===== src/rtl/mac_pkg.sv =====
// Shared types and constants for the mac_pe systolic processing element.
// Pure definitions: no logic, no latency, no backpressure.
package mac_pkg;

    localparam int DEF_DATA_W = 8;
    localparam int DEF_ACC_W  = 20;
    localparam int DEF_K_MAX  = 16;

    typedef enum logic [1:0] {
        ST_IDLE  = 2'd0,
        ST_ACCUM = 2'd1,
        ST_DONE  = 2'd2
    } mac_state_e;

    // Signed clamp limits for an acc_w-bit accumulator; callers keep the low acc_w bits.
    function automatic logic [63:0] sat_max(input int acc_w);
        sat_max = (64'd1 << (acc_w - 1)) - 64'd1;
    endfunction

    function automatic logic [63:0] sat_min(input int acc_w);
        sat_min = ~sat_max(acc_w);
    endfunction

endpackage


===== src/rtl/mac_sat_add.sv =====
// Signed ACC_W adder with overflow flag; clamps on overflow when MAC_SATURATE_EN is defined.
// Combinational, zero latency; no handshake, so no backpressure.
module mac_sat_add
    import mac_pkg::*;
#(
    parameter int ACC_W = DEF_ACC_W
) (
    input  logic [ACC_W-1:0] op_a,
    input  logic [ACC_W-1:0] op_b,
    output logic [ACC_W-1:0] sum,
    output logic             ovf
);

    logic [ACC_W-1:0] raw;

    assign raw = op_a + op_b;
    assign ovf = (op_a[ACC_W-1] == op_b[ACC_W-1]) && (raw[ACC_W-1] != op_a[ACC_W-1]);

`ifdef MAC_SATURATE_EN
    localparam logic [63:0]      MAX64   = sat_max(ACC_W);
    localparam logic [63:0]      MIN64   = sat_min(ACC_W);
    localparam logic [ACC_W-1:0] POS_LIM = MAX64[ACC_W-1:0];
    localparam logic [ACC_W-1:0] NEG_LIM = MIN64[ACC_W-1:0];

    // On overflow both operands share a sign, which picks the rail.
    always_comb begin
        sum = raw;
        if (ovf) begin
            sum = op_a[ACC_W-1] ? NEG_LIM : POS_LIM;
        end
    end
`else
    always_comb begin
        sum = raw;
    end
`endif

endmodule


===== src/rtl/mac_pe.sv =====
// Signed MAC processing element: forwards A/B east/south and accumulates dot products (MAC_SATURATE_EN clamps).
// Pass-through latency 1 cycle; result latency 1 cycle after the last beat; no backpressure, accepts a beat every cycle.
module mac_pe
    import mac_pkg::*;
#(
    parameter  int DATA_W = DEF_DATA_W,
    parameter  int ACC_W  = DEF_ACC_W,
    parameter  int K_MAX  = DEF_K_MAX,
    localparam int CNT_W  = $clog2(K_MAX + 1)
) (
    input  logic              clk,
    input  logic              rst,
    input  logic              in_valid,
    input  logic [DATA_W-1:0] a_in,
    input  logic [DATA_W-1:0] b_in,
    input  logic              last_in,
    output logic [DATA_W-1:0] a_out,
    output logic [DATA_W-1:0] b_out,
    output logic              valid_out,
    output logic              last_out,
    output logic [ACC_W-1:0]  acc_out,
    output logic              acc_valid,
    output logic [CNT_W-1:0]  beat_cnt,
    output logic              overflow
);

    mac_state_e          state_q, state_d;
    logic [ACC_W-1:0]    acc_q, acc_d;
    logic [CNT_W-1:0]    cnt_q, cnt_d;
    logic                ovf_q, ovf_d;

    logic [DATA_W-1:0]   a_out_q, a_out_d;
    logic [DATA_W-1:0]   b_out_q, b_out_d;
    logic                valid_out_q, valid_out_d;
    logic                last_out_q, last_out_d;
    logic [ACC_W-1:0]    acc_out_q, acc_out_d;
    logic                acc_valid_q, acc_valid_d;
    logic [CNT_W-1:0]    beat_cnt_q, beat_cnt_d;
    logic                overflow_q, overflow_d;

    logic signed [2*DATA_W-1:0] prod;
    logic [ACC_W-1:0]    prod_ext;
    logic [ACC_W-1:0]    add_a;
    logic [ACC_W-1:0]    sum;
    logic                add_ovf;
    logic                first_beat;
    logic [CNT_W-1:0]    cnt_next;
    logic                ovf_next;
    logic                final_beat;

    assign prod     = $signed(a_in) * $signed(b_in);
    assign prod_ext = ACC_W'(prod);

    // Any beat outside ACCUM opens a new dot product, which is what lets DONE take a zero-gap follow-on.
    assign first_beat = (state_q != ST_ACCUM);
    assign add_a      = first_beat ? '0 : acc_q;
    assign cnt_next   = first_beat ? CNT_W'(1) : cnt_q + CNT_W'(1);
    assign ovf_next   = add_ovf | (~first_beat & ovf_q);
    assign final_beat = in_valid & (last_in | (cnt_next == CNT_W'(K_MAX)));

    mac_sat_add #(
        .ACC_W (ACC_W)
    ) u_add (
        .op_a (add_a),
        .op_b (prod_ext),
        .sum  (sum),
        .ovf  (add_ovf)
    );

    always_comb begin
        state_d     = state_q;
        acc_d       = acc_q;
        cnt_d       = cnt_q;
        ovf_d       = ovf_q;
        a_out_d     = a_out_q;
        b_out_d     = b_out_q;
        valid_out_d = in_valid;
        last_out_d  = in_valid & last_in;
        acc_out_d   = acc_out_q;
        beat_cnt_d  = beat_cnt_q;
        overflow_d  = overflow_q;
        acc_valid_d = 1'b0;

        if (in_valid) begin
            a_out_d = a_in;
            b_out_d = b_in;
            acc_d   = sum;
            cnt_d   = cnt_next;
            ovf_d   = ovf_next;
        end

        case (state_q)
            ST_IDLE, ST_ACCUM: begin
                if (in_valid) begin
                    state_d = final_beat ? ST_DONE : ST_ACCUM;
                end
            end
            ST_DONE: begin
                if (in_valid) begin
                    state_d = final_beat ? ST_DONE : ST_ACCUM;
                end else begin
                    state_d = ST_IDLE;
                end
            end
            default: state_d = ST_IDLE;
        endcase

        if (final_beat) begin
            acc_out_d   = sum;
            beat_cnt_d  = cnt_next;
            overflow_d  = ovf_next;
            acc_valid_d = 1'b1;
        end
    end

    always_ff @(posedge clk or posedge rst) begin
        if (rst) begin
            state_q     <= ST_IDLE;
            acc_q       <= '0;
            cnt_q       <= '0;
            ovf_q       <= 1'b0;
            a_out_q     <= '0;
            b_out_q     <= '0;
            valid_out_q <= 1'b0;
            last_out_q  <= 1'b0;
            acc_out_q   <= '0;
            acc_valid_q <= 1'b0;
            beat_cnt_q  <= '0;
            overflow_q  <= 1'b0;
        end else begin
            state_q     <= state_d;
            acc_q       <= acc_d;
            cnt_q       <= cnt_d;
            ovf_q       <= ovf_d;
            a_out_q     <= a_out_d;
            b_out_q     <= b_out_d;
            valid_out_q <= valid_out_d;
            last_out_q  <= last_out_d;
            acc_out_q   <= acc_out_d;
            acc_valid_q <= acc_valid_d;
            beat_cnt_q  <= beat_cnt_d;
            overflow_q  <= overflow_d;
        end
    end

    assign a_out     = a_out_q;
    assign b_out     = b_out_q;
    assign valid_out = valid_out_q;
    assign last_out  = last_out_q;
    assign acc_out   = acc_out_q;
    assign acc_valid = acc_valid_q;
    assign beat_cnt  = beat_cnt_q;
    assign overflow  = overflow_q;

endmodule


===== config.mk =====
export PLATFORM = sky130hd
export DESIGN_NAME = mac_pe
export DESIGN_NICKNAME = d
export VERILOG_FILES = /design/src/rtl/mac_pkg.sv /design/src/rtl/mac_sat_add.sv /design/src/rtl/mac_pe.sv
export SDC_FILE = /design/constraint.sdc
export NUM_CORES = 1
export LEC_CHECK = 0
export ABC_AREA = 1
export CAP_MARGIN = 20
export CORE_ASPECT_RATIO = 0.9
export CORE_UTILIZATION = 55
export CTS_CLUSTER_SIZE = 20
export DETAILED_ROUTE_END_ITERATION = 8
export PLACE_DENSITY = 0.77
export SLEW_MARGIN = 0
export SYNTH_ARGS = -nofsm -noshare
export SYNTH_HDL_FRONTEND = slang
export SYNTH_SLANG_ARGS = --single-unit

===== constraint.sdc =====
create_clock -name clk -period 5.11 [get_ports clk]
set_input_delay 1.533 -clock clk [delete_from_list [all_inputs] [get_ports clk]]
set_output_delay 1.533 -clock clk [all_outputs]
set_load 0.005 [all_outputs]

==> metrics <==
# fillers 551; post-route setup slack -2.05 ns; post-synthesis sequential area ratio 0.278; crit end category flop; die height 106 um; violated checks setup timing; met2 wire length 11800 um; H-tree depth 3; Initial DRT Pass Iterations 8; remaining antenna violation count 0; cell count after synthesis 861; register area 1830 um^2; total routed wirelength 25500 um; period utilisation layout 1.40; Starting Density 0.571; Max-slew headroom 0.297; drt drc 0; number of global-route vias before repair 6945; M1 WL 8590 um; clock-pin transition on the worst setup and hold timing paths 0.07 ns; Synth Cell Area 6580 um^2; Chip Width 117 um; status finished with violations; GRT Total Usage 0.359; Via density 5.91; fin cells 1220; # port buffers 64; GP Congestion 0.878; DP Worst Slack -2.36 ns; Max Clock Skew 0.0167 ns; via count 7210; Clock Latency Late Sink 0.36 ns; slowest cell on the critical path fa_1; syn_nets 984; CTS root buf clkbuf_16; fmax 140 MHz; Post-DP HPWL 11300 um; CTS tree built; Core Rows 37; first-pass GRT wire length 33600 um; Arr. time, crit path 7.45 ns; core area 11500 um^2; placed cell count 1164; unrepaired setup endpoints after global routing true; initial antenna violation count 0; CP Launch Type primary input; cell family with most CP delay adder cells; Mean Syn Cell Area 7.64 um^2; num ports 65; Max FO, Critical Path 4; multi-input logic area 4730 um^2; clk sinks 73; Highest Signal Layer met4; CP bufs+invs 11; crit path time final 7.16 ns; Layout area overhead 46.7%; synthesized flop and latch total 73; met3 WL 2630 um; # hold bufs at CTS 0; Avg WL per Cell 20.9 um; final hold violations 0; peak per-stage delay on the critical path 0.59 ns; max capacitance violation total 0; die area 12400 um^2; Synth Warn # 0; largest net degree at the start of global routing 74; Iteration-0 DRC Markers 887; CTS Buffer Depth 2; Final Slew Violations 0; share of layout cells above drive strength 1 0.357; endpoints failing setup 31; Yosys cell types 35; critical path class primary input to flop; worst-margin pin slew 1.05 ns; grt ovf 0; # nets final 1182; worst min-delay path category flop to flop; total CTS buffers 9; n_diodes 0; WP data required 5.40 ns
[registers in the layout, indices dropped and copies added (netlist names), 2 cells and up]
register / flops
a_out: 8
acc_out: 20
acc_q: 20
b_out: 8
beat_cnt: 5
cnt_q: 5
state_q: 2
[metal layers]
layer / vias up / GRT usage
li1: 2943 / -
met1: 3363 / 0.439
met2: 636 / 0.593
met3: 268 / 0.0656
met4: 0 / 0.198
met5: - / 0
[per-stage QoR]
step	util	hold WS, ns	area (um^2)	setup TNS [ns]
finish	0.837	0.482	9650	-44.01
global route	0.837	0.510	9650	-50.33
CTS	0.803	0.475	9260	-30.15
detailed placement	0.713	0.457	8220	-55.79
global placement	0.713	0.453	8220	-53.57
floorplan	-	0.449	6810	-26.18
[area by class of cell]
| cell class | instances | area share |
|---|---|---|
| clock buffers | 9 | 0.0233 |
| clock inverters | 7 | 0.00622 |
| inverters | 189 | 0.0740 |
| multi-input cells | 569 | 0.490 |
| flip-flops and latches | 73 | 0.189 |
| well taps | 156 | 0.0202 |
| repair buffers | 217 | 0.197 |
[path summary, 6_finish.rpt]
path,to,cells after the start,slack (ns),from
setup / recovery,ovf_q,32,-2.05,b_in[3]
hold / removal,a_out[2],2,0.48,a_out[2]
setup reg to reg,acc_q[15],16,1.61,state_q[0]
hold reg to reg,a_out[2],2,0.48,a_out[2]
max in group asynchronous,b_out[3],3,2.72,rst
min in group asynchronous,last_out,3,1.78,rst
[cell families after synthesis]
logic type	Yosys count	synth area share
adders and majority gates	103	0.260
AOI/OAI and AO/OA	80	0.0668
xor gates and xnor gates	24	0.0320
buffers and inverters	219	0.133
DFF	73	0.278
and+or+nand+nor	362	0.231
[layout by cell type, fill, tap and decap left out, types with 8 or more instances in the layout]
| cell type | synthesis | final |
|---|---|---|
| nand3_1 | 24 | 17 |
| fa_1 | 56 | 51 |
| a21oi_2 | 2 | 19 |
| nand2_1 | 257 | 224 |
| o21ai_1 | 3 | 15 |
| nand2_4 | 1 | 10 |
| buf_6 | 1 | 33 |
| o21ai_0 | 36 | 17 |
| inv_1 | 185 | 154 |
| clkdlybuf4s50_1 | 0 | 47 |
| nor2_2 | 4 | 9 |
| nor2_1 | 44 | 34 |
| buf_4 | 0 | 127 |
| clkbuf_16 | 0 | 9 |
| xor2_2 | 0 | 8 |
| ha_1 | 47 | 25 |
| ha_4 | 0 | 20 |
| nand3_2 | 6 | 11 |
| nand2_2 | 19 | 43 |
| dfrtp_1 | 73 | 73 |
| inv_2 | 3 | 32 |
[synth_stat cells]
cell type | number | share of area
a211oi_1 | 2 | 0.0023
o21bai_1 | 1 | 0.0011
inv_2 | 3 | 0.0017
o21ai_1 | 3 | 0.0023
nor2_4 | 2 | 0.0034
fa_1 | 56 | 0.17
nor2_2 | 4 | 0.0038
ha_1 | 47 | 0.089
a21oi_1 | 26 | 0.020
nor2_1 | 44 | 0.025
o21ai_0 | 36 | 0.027
nand2_1 | 257 | 0.15
a21o_1 | 2 | 0.0023
dfrtp_1 | 73 | 0.28
nand3b_1 | 2 | 0.0023
nand2_2 | 19 | 0.018
buf_2 | 2 | 0.0015
clkinv_1 | 1 | 0.00057
xor2_1 | 15 | 0.020
inv_1 | 185 | 0.11
nand2_4 | 1 | 0.0017
o211ai_1 | 1 | 0.0011
a31oi_1 | 5 | 0.0048
buf_1 | 1 | 0.00057
clkbuf_8 | 4 | 0.0084
xnor2_1 | 9 | 0.012
a21boi_2 | 1 | 0.0017
or2_2 | 2 | 0.0019
and3_1 | 1 | 0.00095
buf_6 | 1 | 0.0017
a21oi_2 | 2 | 0.0027
nand3_1 | 24 | 0.018
o21ai_2 | 1 | 0.0013
clkbuf_1 | 22 | 0.013
nand3_2 | 6 | 0.0091
[worst min-delay path, delay by kind of cell (launching register included)]
kind,cells,cell delay [ns]
AND/OR/NAND/NOR,2,0.11
flip-flops,1,0.34
[repair_timing]
| action | 4_1_cts | 5_1_grt |
|---|---|---|
| setup buffers | 30 | 14 |
| gates resized for setup | 209 | 80 |
| pin swaps | 71 | 69 |
| endpoints found under the setup margin | 32 | 31 |
Power is left out: the tool's default activity adds up to more than one toggle a clock period on the data nets, which glitch-free logic cannot reach.
